==> config.mk <==
export PLATFORM = sky130hd
export DESIGN_NAME = warp_slot
export DESIGN_NICKNAME = d
export VERILOG_FILES = /design/src/rtl/warp_pkg.sv /design/src/rtl/warp_rstack.sv /design/src/rtl/warp_slot.sv
export SDC_FILE = /design/constraint.sdc
export NUM_CORES = 1
export LEC_CHECK = 0
export BUFFER_PORTS_ARGS = -buffer_cell sky130_fd_sc_hd__buf_2
export CAP_MARGIN = 10
export CORE_ASPECT_RATIO = 1.25
export CORE_MARGIN = 2
export CORE_UTILIZATION = 61
export DETAILED_ROUTE_END_ITERATION = 7
export GPL_TIMING_DRIVEN = 0
export PLACE_DENSITY = 0.87
export SLEW_MARGIN = 20
export SYNTH_ARGS = -nofsm -noshare
export SYNTH_HDL_FRONTEND = slang
export SYNTH_SLANG_ARGS = --single-unit
export TNS_END_PERCENT = 30
==> constraint.sdc <==
create_clock -name clk -period 4 [get_ports clk]
set_input_delay 0.2 -clock clk [delete_from_list [all_inputs] [get_ports clk]]
set_output_delay 0.2 -clock clk [all_outputs]
set_load 0.005 [all_outputs]
==> src/rtl/warp_pkg.sv <==
// Shared types for the per-warp scheduler context: update kinds, slot FSM
// states and reconvergence-stack entry kinds.
package warp_pkg;

  typedef enum logic [2:0] {
    UPD_NEXT   = 3'd0,
    UPD_BRA    = 3'd1,
    UPD_SSY    = 3'd2,
    UPD_SYNC   = 3'd3,
    UPD_BAR    = 3'd4,
    UPD_EXIT   = 3'd5,
    UPD_REPLAY = 3'd6
  } upd_kind_e;

  typedef enum logic [1:0] {
    ST_IDLE     = 2'd0,
    ST_READY    = 2'd1,
    ST_ISSUED   = 2'd2,
    ST_BAR_WAIT = 2'd3
  } warp_state_e;

  typedef enum logic {
    STK_DIV  = 1'b0,
    STK_SYNC = 1'b1
  } stk_kind_e;

  function automatic int bar_w(input int n);
    return (n > 1) ? $clog2(n) : 1;
  endfunction

endpackage

==> src/rtl/warp_rstack.sv <==
// Register-based LIFO for SIMT reconvergence entries; overflow pushes and
// empty pops are dropped, the owner reports them.
module warp_rstack #(
  parameter  int DEPTH = 4,
  parameter  int E_W   = 43,
  localparam int SP_W  = $clog2(DEPTH + 1)
) (
  input  logic            clk,
  input  logic            rst,
  input  logic            clr,
  input  logic            push,
  input  logic            pop,
  input  logic [E_W-1:0]  din,
  output logic [E_W-1:0]  top,
  output logic [SP_W-1:0] sp,
  output logic            full,
  output logic            empty
);

  logic [DEPTH-1:0][E_W-1:0] ent;

  assign full  = (sp == SP_W'(DEPTH));
  assign empty = (sp == '0);

  always_ff @(posedge clk or negedge rst) begin
    if (!rst) begin
      ent <= '0;
      sp  <= '0;
    end else if (clr) begin
      sp <= '0;
    end else if (push && !full) begin
      for (int i = 0; i < DEPTH; i++)
        if (SP_W'(i) == sp) ent[i] <= din;
      sp <= sp + 1'b1;
    end else if (pop && !empty) begin
      sp <= sp - 1'b1;
    end
  end

  always_comb begin
    top = '0;
    for (int i = 0; i < DEPTH; i++)
      if (SP_W'(i + 1) == sp) top = ent[i];
  end

endmodule

==> src/rtl/warp_slot.sv <==
// Per-warp scheduler context: identity, PC, active mask, reconvergence stack,
// named barriers. Optional REPLAY counter under WARP_SLOT_REPLAY_CNT_EN.
module warp_slot
  import warp_pkg::*;
#(
  parameter  int NUM_WARPS    = 16,
  parameter  int NUM_BLOCKS   = 8,
  parameter  int I_ADDR_WIDTH = 10,
  parameter  int R_ADDR_WIDTH = 10,
  parameter  int WARP_WIDTH   = 32,
  parameter  int STACK_DEPTH  = 4,
  parameter  int NUM_BARRIERS = 2,
  localparam int WID_W        = $clog2(NUM_WARPS),
  localparam int BID_W        = $clog2(NUM_BLOCKS),
  localparam int SP_W         = $clog2(STACK_DEPTH + 1),
  localparam int BAR_W        = bar_w(NUM_BARRIERS)
) (
  input  logic                    clk,
  input  logic                    rst,
  input  logic                    init_en,
  input  logic [WID_W-1:0]        init_wid,
  input  logic [BID_W-1:0]        init_bid,
  input  logic [I_ADDR_WIDTH-1:0] init_pc,
  input  logic [R_ADDR_WIDTH-1:0] init_base,
  input  logic [R_ADDR_WIDTH-1:0] init_rpt,
  input  logic [WARP_WIDTH-1:0]   init_mask,
  input  logic                    issue_en,
  input  logic [WID_W-1:0]        issue_wid,
  input  logic                    upd_en,
  input  logic [WID_W-1:0]        upd_wid,
  input  logic [2:0]              upd_kind,
  input  logic [I_ADDR_WIDTH-1:0] upd_pc_p1,
  input  logic [I_ADDR_WIDTH-1:0] upd_target,
  input  logic [WARP_WIDTH-1:0]   upd_taken,
  input  logic [BAR_W-1:0]        upd_bar,
  input  logic                    rel_en,
  input  logic [BID_W-1:0]        rel_bid,
  input  logic [BAR_W-1:0]        rel_bar,
  output logic                    ready,
  output logic                    valid_o,
  output logic [I_ADDR_WIDTH-1:0] pc_o,
  output logic [WARP_WIDTH-1:0]   mask_o,
  output logic [WID_W-1:0]        wid_o,
  output logic [BID_W-1:0]        bid_o,
  output logic [R_ADDR_WIDTH-1:0] base_addr_o,
  output logic [R_ADDR_WIDTH-1:0] rpt_o,
  output logic                    bar_wait_o,
  output logic [SP_W-1:0]         sp_o,
`ifdef WARP_SLOT_REPLAY_CNT_EN
  output logic [7:0]              replay_cnt_o,
`endif
  output logic                    stk_err_o
);

  // Entry layout depends on module parameters, so it lives here, not in the package.
  typedef struct packed {
    logic [I_ADDR_WIDTH-1:0] pc;
    logic [WARP_WIDTH-1:0]   mask;
    stk_kind_e               kind;
  } stk_entry_t;

  warp_state_e             state, state_d;
  logic [I_ADDR_WIDTH-1:0] pc, pc_d;
  logic [WARP_WIDTH-1:0]   mask, mask_d, taken;
  logic [BAR_W-1:0]        bar_idx, bar_d;
  logic                    err, err_d;
  logic                    hit_u, hit_i, hit_r, push, pop, full, empty;
  stk_entry_t              push_e, top_e;
  upd_kind_e               kind;

  assign kind  = upd_kind_e'(upd_kind);
  assign taken = upd_taken & mask;
  assign hit_u = upd_en && (upd_wid == wid_o) && (state != ST_IDLE);
  assign hit_i = issue_en && (issue_wid == wid_o) && (state == ST_READY);
  assign hit_r = rel_en && (rel_bid == bid_o) && (rel_bar == bar_idx);

  warp_rstack #(.DEPTH(STACK_DEPTH), .E_W($bits(stk_entry_t))) u_stk (
    .clk(clk), .rst(rst), .clr(init_en), .push(push), .pop(pop),
    .din(push_e), .top(top_e), .sp(sp_o), .full(full), .empty(empty)
  );

  always_comb begin
    state_d = state;
    pc_d    = pc;
    mask_d  = mask;
    bar_d   = bar_idx;
    err_d   = err;
    push    = 1'b0;
    pop     = 1'b0;
    push_e  = '0;
    if (init_en) begin
      state_d = ST_READY;
      pc_d    = init_pc;
      mask_d  = init_mask;
      err_d   = 1'b0;
    end else begin
      unique case (state)
        ST_READY: if (hit_i) state_d = ST_ISSUED;
        ST_ISSUED: if (hit_u) begin
          state_d = ST_READY;
          case (kind)
            UPD_NEXT: pc_d = upd_pc_p1;
            UPD_BRA: begin
              if (taken == '0) pc_d = upd_pc_p1;
              else if (taken == mask) pc_d = upd_target;
              else begin
                push   = 1'b1;
                push_e = '{pc: upd_pc_p1, mask: mask & ~taken, kind: STK_DIV};
                pc_d   = upd_target;
                mask_d = taken;
              end
            end
            UPD_SSY: begin
              push   = 1'b1;
              push_e = '{pc: upd_target, mask: mask, kind: STK_SYNC};
              pc_d   = upd_pc_p1;
            end
            UPD_SYNC: begin
              if (empty) begin
                err_d = 1'b1;
                pc_d  = upd_pc_p1;
              end else begin
                pop    = 1'b1;
                pc_d   = (top_e.kind == STK_DIV) ? top_e.pc : upd_pc_p1;
                mask_d = top_e.mask;
              end
            end
            UPD_BAR: begin
              pc_d  = upd_pc_p1;
              bar_d = upd_bar;
              // A release that lands with the BAR itself skips the wait state.
              if (!(rel_en && rel_bid == bid_o && rel_bar == upd_bar))
                state_d = ST_BAR_WAIT;
            end
            UPD_EXIT: state_d = ST_IDLE;
            default: ;
          endcase
          if (push && full) err_d = 1'b1;
        end
        ST_BAR_WAIT: if (hit_r) state_d = ST_READY;
        default: ;
      endcase
    end
  end

  always_ff @(posedge clk or negedge rst) begin
    if (!rst) begin
      state       <= ST_IDLE;
      pc          <= '0;
      mask        <= '0;
      bar_idx     <= '0;
      err         <= 1'b0;
      wid_o       <= '0;
      bid_o       <= '0;
      base_addr_o <= '0;
      rpt_o       <= '0;
    end else begin
      state   <= state_d;
      pc      <= pc_d;
      mask    <= mask_d;
      bar_idx <= bar_d;
      err     <= err_d;
      if (init_en) begin
        wid_o       <= init_wid;
        bid_o       <= init_bid;
        base_addr_o <= init_base;
        rpt_o       <= init_rpt;
      end
    end
  end

`ifdef WARP_SLOT_REPLAY_CNT_EN
  always_ff @(posedge clk or negedge rst) begin
    if (!rst) replay_cnt_o <= '0;
    else if (init_en) replay_cnt_o <= '0;
    else if (state == ST_ISSUED && hit_u && kind == UPD_REPLAY && replay_cnt_o != 8'hFF)
      replay_cnt_o <= replay_cnt_o + 8'd1;
  end
`endif

  assign ready      = (state == ST_READY);
  assign valid_o    = (state != ST_IDLE);
  assign bar_wait_o = (state == ST_BAR_WAIT);
  assign pc_o       = pc;
  assign mask_o     = mask;
  assign stk_err_o  = err;

endmodule

# Word-level counts from Yosys, hierarchy flattened

Index checks and enable logic that the tools add are counted.

Logic and storage cells: 132
Bits in latches: 0
Output and inout port bits: 76
ROM bits: 0
Input bits: 143
Memories: 0
RAM bits: 0
Flip-flop bits (word level): 248

$add $sub $neg: 2
Reduce and logical (&&, ||, !) cells: 34
Equality and inequality tests: 25
Shifts and indexed selects: 0
Magnitude comparators: 0
Multiply operators: 0
Muxes and demuxes: 53
Div/mod/pow operators: 0
Bitwise operators: 4

Operator list:

| cell                                                            | number |
|---|---|
| 43-bit two-way mux                                              | 8 |
| 32-bit two-way mux                                              | 6 |
| 43-bit one-hot mux with 2 select lines                          | 1 |
| 32-bit bitwise AND                                              | 2 |
| 32-bit one-hot mux with 2 select lines                          | 1 |
| 10-bit two-way mux                                              | 6 |
| 32-bit == test                                                  | 1 |
| 32-bit zero test                                                | 1 |
| 32-bit inverter                                                 | 1 |
| 10-bit one-hot mux with 3 select lines                          | 1 |
| 1-bit two-way mux                                               | 19 |
| 3-bit AND reduction                                             | 5 |
| 3-bit != test, second input constant                            | 4 |
| 4-bit AND reduction                                             | 3 |
| 3-bit nonzero test                                              | 4 |
| 1-bit logical AND                                               | 10 |
| 2-bit two-way mux                                               | 5 |
| 3-bit == test, second input constant                            | 3 |
| 3-bit two-way mux                                               | 3 |
| 4-bit == test                                                   | 2 |
| 4-bit nonzero test                                              | 2 |
| 2-bit by 3-bit == test with 1-bit output, first input constant  | 2 |
| 3-bit by 2-bit == test with 1-bit output, second input constant | 2 |
| 3-bit zero test                                                 | 2 |
| 18 further kinds                                                | 24 |

# Logic depth before layout (Yosys ltp)

Depth after elaboration: 14
Depth in mapped cells: 11
Gate-level depth less buffers: 9

# Cells and area by module

A second synthesis with hierarchy kept.

Cells, all modules: 1,287
Area total of the unflattened synthesis: 13,063.8 um2

Modules (own cells, without submodules):

| module      | instances | cells an instance | area an instance (um2) |
|---|---|---|---|
| warp_rstack | 1         | 745               | 8,285.4 |
| warp_slot   | 1         | 542               | 4,778.3 |

# Worst setup path before layout

Ideal clock, no wire load.

Path type: reg-to-reg
Start: reg mask[15] (netlist: mask_o[15])
End: reg u_stk.ent[162] (netlist name)
Required time: 3.875 ns
Setup slack: 1.784 ns
Period minus slack after synthesis: 2.216 ns
Arrival time: 2.091 ns
Stages on the path, launching flop included: 9
Buffers on the path: 1
Library setup time: 0.125 ns
Cell sequence: dfrtp_1 > inv_1 > o22ai_1 > nor4_1 > and4_4 > o31a_2 > nor3_4 > buf_6 > mux2_2

Longest elaborated chain between the ends: 13

Ends and longest elaborated chain:

| item                                  | line              | text |
|---|---|---|
| start, declared                       | warp_slot.sv:64   | `logic [WARP_WIDTH-1:0] mask, mask_d, taken;` |
| start signal, assigned                | warp_slot.sv:160  | `mask <= mask_d;` |
| 32-bit bitwise AND                    | warp_slot.sv:72   | `assign taken = upd_taken & mask;` |
| 32-bit == test                        | warp_slot.sv:105  | `else if (taken == mask) pc_d = upd_target;` |
| 1-bit two-way mux                     | warp_slot.sv:105  |  |
| 1-bit two-way mux                     | warp_slot.sv:104  | `if (taken == '0) pc_d = upd_pc_p1;` |
| 1-bit one-hot mux with 2 select lines | warp_slot.sv:101  | `case (kind)` |
| 1-bit two-way mux                     | warp_slot.sv:99   | `ST_ISSUED: if (hit_u) begin` |
| 1-bit two-way mux                     | warp_slot.sv:97   | `unique case (state)` |
| 1-bit two-way mux                     | warp_slot.sv:91   | `if (init_en) begin` |
| 1-bit two-way mux                     | warp_slot.sv:99   |  |
| 1-bit two-way mux                     | warp_slot.sv:97   |  |
| 1-bit two-way mux                     | warp_slot.sv:91   |  |
| 1-bit logical AND                     | warp_rstack.sv:31 | `end else if (push && !full) begin` |
| 3-bit AND reduction (no source line)  | -                 |  |
| end signal, assigned by index         | warp_rstack.sv:33 | `if (SP_W'(i) == sp) ent[i] <= din;` |
| end, declared                         | warp_rstack.sv:20 | `logic [DEPTH-1:0][E_W-1:0] ent;` |

Several ways; a longest one is shown, not always the timed one. The select of a mux whose other input is x is not followed.
A chain may end at the register's enable or synchronous reset.

# Final worst setup path

Start: reg u_stk.sp[2]
End: reg pc[0] (netlist: pc_o[0])

Longest elaborated chain between the ends: 11

Ends and longest elaborated chain:

| item                                       | line              | text |
|---|---|---|
| start, declared                            | warp_rstack.sv:15 | `output logic [SP_W-1:0] sp,` |
| start signal, assigned                     | warp_rstack.sv:34 | `sp <= sp + 1'b1;` |
| start signal, assigned                     | warp_rstack.sv:36 | `sp <= sp - 1'b1;` |
| 1-bit by 3-bit == test with 1-bit output   | warp_rstack.sv:43 | `if (SP_W'(i + 1) == sp) top = ent[i];` |
| 43-bit two-way mux (4 in series)           | warp_rstack.sv:43 |  |
| 10-bit two-way mux                         | warp_slot.sv:124  | `pc_d = (top_e.kind == STK_DIV) ? top_e.pc : upd_pc_p1;` |
| 10-bit two-way mux (*)                     | warp_slot.sv:119  | `if (empty) begin` |
| 10-bit one-hot mux with 3 select lines (*) | warp_slot.sv:101  |  |
| 10-bit two-way mux (*)                     | warp_slot.sv:99   |  |
| 10-bit two-way mux (*)                     | warp_slot.sv:97   |  |
| 10-bit two-way mux (*)                     | warp_slot.sv:91   |  |
| end signal, assigned                       | warp_slot.sv:159  | `pc <= pc_d;` |
| end, declared                              | warp_slot.sv:63   | `logic [I_ADDR_WIDTH-1:0] pc, pc_d;` |

Mark *: on every way between the ends. The rest lies on a longest branch, timed or not. The select of a mux whose other input is x is not followed.

==> results.cfg <==
[outcome]
status = complete, no violations

[place]
dpl_worst_slack_ns = 0.936
place.gp.congestion = 0.962
post-dp-hpwl_um = 29300
io_buffers = 217

[synthesis]
synth-seq-cells = 248
synth-async-reset-ratio = 1.00
syn_area_per_cell_um2 = 10.7
yosys_warnings = 0
synth.cell_area_um2 = 12800
syn_inst = 1200
synth_enable_flop_cells = 0
synth_cell_type_count = 53
ys_seq_area_frac = 0.484
synth_flop_cell = dfrtp_1
syn_nets = 1349

[power_and_ir_drop]
clockPowerShare = 0.421
power_uw = 5950
switching_power_uw = 1540
p_seq_frac = 0.456
p_per_area_nw_per_um2 = 374
intPower_uw = 4400
ir_drop_mv = 0.306
switching_share = 0.259
combPwrFrac = 0.122
p_leak_uw = 0.00723

[layout]
fillerInstances = 1364
synthToLayoutAreaGrowth_pct = 23.8
finalCoreUtilization = 0.766
drive_gt1_frac = 0.318
nNetsFinal = 1664

[critical_path]
critical_path_required_ns = 4.46
crit_arrival_ns = 3.97
reg2reg_to = pc_o[0]
end_kind = flop
reg2reg_from = u_stk.sp[2]
path_class = reg2reg
reg2reg_depth = 12
reg2reg_slack_ns = 0.49
start_kind = flop
cp_max_fo = 10

[floorplan]
num_rows = 59
pin_count = 219
die_h_um = 166
core_um2 = 20700
fp.dieW_um = 134
start_util = 0.619
die_area_um2 = 22200

[cts]
cts_hold_buf = 70
numCtsBuffers = 24
clock-root-buffer = clkbuf_16
post-cts-setup-buffer-count = 0
clkLatencyLatePin_ns = 0.53
cts.clk_slew.worst_paths_ns = 0.07
cts_resized = 0
cts_sinks = 248
htreeDepth = 1
cts_tree = built
cts.path.max_buffers = 3

[timing]
hold_viol = 0
fin_crit_ns = 3.51
finalWorstSetupSlack_ns = 0.486
setup_viol = 0
fmax_mhz = 285
rsz0062_at_grt = no
min_period_over_period = 0.878
finalSetupTns_ns = 0
slew_headroom = 0.435
fin_skew_ns = 0.0182
finalMaxSlewViolations = 0
worstMarginPinSlew_ns = 0.848

[routing]
wl_um = 43700
firstDrtPassIters = 6
wl_met1_um = 15100
drc = 0
met2_length_um = 20500
via_per_inst = 6.71
detail-route-antenna-nets = 0
wl_per_cell_um = 24.2
wl_met3_um = 5050
dr.max_layer_used = met5
num_vias = 12131
first_iter_violations = 1370

[global_route]
grtUsageTotal = 0.385
grt_remaining_overflow = 0
first_global_vias = 12192
antenna_found_initial = 3
grt_start_max_net_pins = 101
grt_pass1_wl_um = 66600

[worst_hold_path]
hold_depth = 3
hold_path.startpoint = init_mask[4]
hold_end = mask_o[4]
hold_path.class = in2reg

[flow_run]
maxCapViolations = 0
-- synthesized netlist by cell type (2+ instances only) --
cell,count,area share
a211oi_1,47,0.027
a21oi_1,147,0.057
a22oi_1,58,0.034
a31oi_1,2,0.00097
and2_1,3,0.0015
buf_1,3,0.00088
buf_2,3,0.0012
buf_4,15,0.0088
buf_6,4,0.0035
clkbuf_1,65,0.019
dfrtp_1,248,0.48
ha_1,6,0.0059
inv_1,41,0.012
inv_2,3,0.00088
mux2_1,9,0.0079
mux2_2,189,0.17
mux2i_1,32,0.025
nand2_1,105,0.031
nand2b_1,3,0.0015
nand3_1,8,0.0031
nand4_1,5,0.0024
nor2_1,10,0.0029
nor2_2,4,0.0019
nor2b_1,5,0.0024
nor3_1,4,0.0016
nor3b_2,2,0.0019
nor4_1,5,0.0024
o211ai_1,32,0.019
o21ai_0,52,0.020
o22ai_1,26,0.013
o31ai_1,8,0.0047
or2_2,3,0.0015
or3_1,3,0.0015
or4_1,18,0.011
xnor2_1,10,0.0068
xor2_1,5,0.0034
-- critical path: stages, from the launching register on --
cell	delay [ns]
dfrtp_1	0.37
clkbuf_1	0.20
inv_1	0.15
ha_1	0.29
clkbuf_1	0.58
clkbuf_1	0.48
nand2_1	0.09
o21ai_0	0.13
nand2_1	0.08
a21oi_1	0.20
a21oi_1	0.07
a21oi_1	0.21
dlygate4sd3_1	0.59
-- cell usage in the layout (no fill, tap or decap), drive strengths merged, types with 2 or more instances in the layout --
cell type	count
nor3	5
nor4	5
clkinv	7
or3	3
a21oi	147
mux2i	32
and2	3
o21ai	53
o22ai	26
clkinvlp	2
o31ai	8
o211ai	32
inv	44
a211oi	47
nand2b	3
ha	6
a22oi	58
dfrtp	248
nor3b	2
bufinv	5
clkbuf	94
nand4	5
mux2	198
nor2b	5
or4	18
o311ai	2
a31oi	2
xor2	5
nor2	14
xnor2	10
dlygate4sd3	70
nand3	8
nand2	105
buf	244
or2	3
-- layer usage --
| layer | up-vias | global-route usage |
|---|---|---|
| li1 | 5071 | - |
| met4 | 4 | 0.221 |
| met3 | 259 | 0.0852 |
| met1 | 5812 | 0.468 |
| met5 | - | 0 |
| met2 | 985 | 0.632 |
-- sequential cells by signal (all words and copies together) (netlist names) --
| name | flops |
|---|---|
| wid_o | 4 |
| mask_o | 32 |
| stk_err_o | 1 |
| base_addr_o | 10 |
| state | 2 |
| bid_o | 3 |
| bar_idx | 1 |
| rpt_o | 10 |
| u_stk.sp | 3 |
| pc_o | 10 |
| u_stk.ent | 172 |
-- cells by family after synthesis --
family	share of synthesized area
mux	0.199
xor+xnor	0.0102
simple gates	0.0698
buf+inv	0.0462
compound gates	0.185
fa+ha+maj	0.00585
flops	0.484
-- metrics by stage --
stage,instance area [um^2],hold WS (ns),cells
finish,15900,0.0102,1807
CTS,15900,0.00233,1806
floorplan,12800,-0.0956,1200
detailed placement,14300,0.191,1693
global route,15900,0.0149,1806
global placement,14300,0.432,1691
-- layout make-up --
class | instances | area, um^2 | share of cell area
Antenna cell | 1 | 2.50 | 0.000157
Buffer | 90 | 428 | 0.0269
Clock buffer | 29 | 661 | 0.0416
Clock inverter | 14 | 200 | 0.0126
Inverter | 44 | 165 | 0.0104
Multi-Input combinational cell | 818 | 6030 | 0.380
Sequential cell | 248 | 6210 | 0.391
Tap cell | 274 | 343 | 0.0216
Timing Repair Buffer | 289 | 1850 | 0.117
-- power groups by stage --
stage | clock [uW] | combinational (uW) | sequential (uW)
floorplan | 0 | 276 | 2720
global placement | 0 | 612 | 2740
detailed placement | 0 | 632 | 2740
CTS | 2500 | 695 | 2700
global route | 2610 | 771 | 2710
finish | 2510 | 728 | 2710
-- worst max path at each step --
stage | start | end | depth (start not counted)
after global routing | u_stk.sp[2] | pc_o[0] | 12
after CTS | u_stk.sp[2] | pc_o[8] | 12
after global placement | rst | u_stk.ent[63] | 1
final | u_stk.sp[2] | pc_o[0] | 12
after detailed placement | u_stk.sp[1] | mask_o[31] | 10
after floorplan | mask_o[15] | u_stk.ent[162] | 8
No activity file was read; power rests on OpenSTA's default activity.
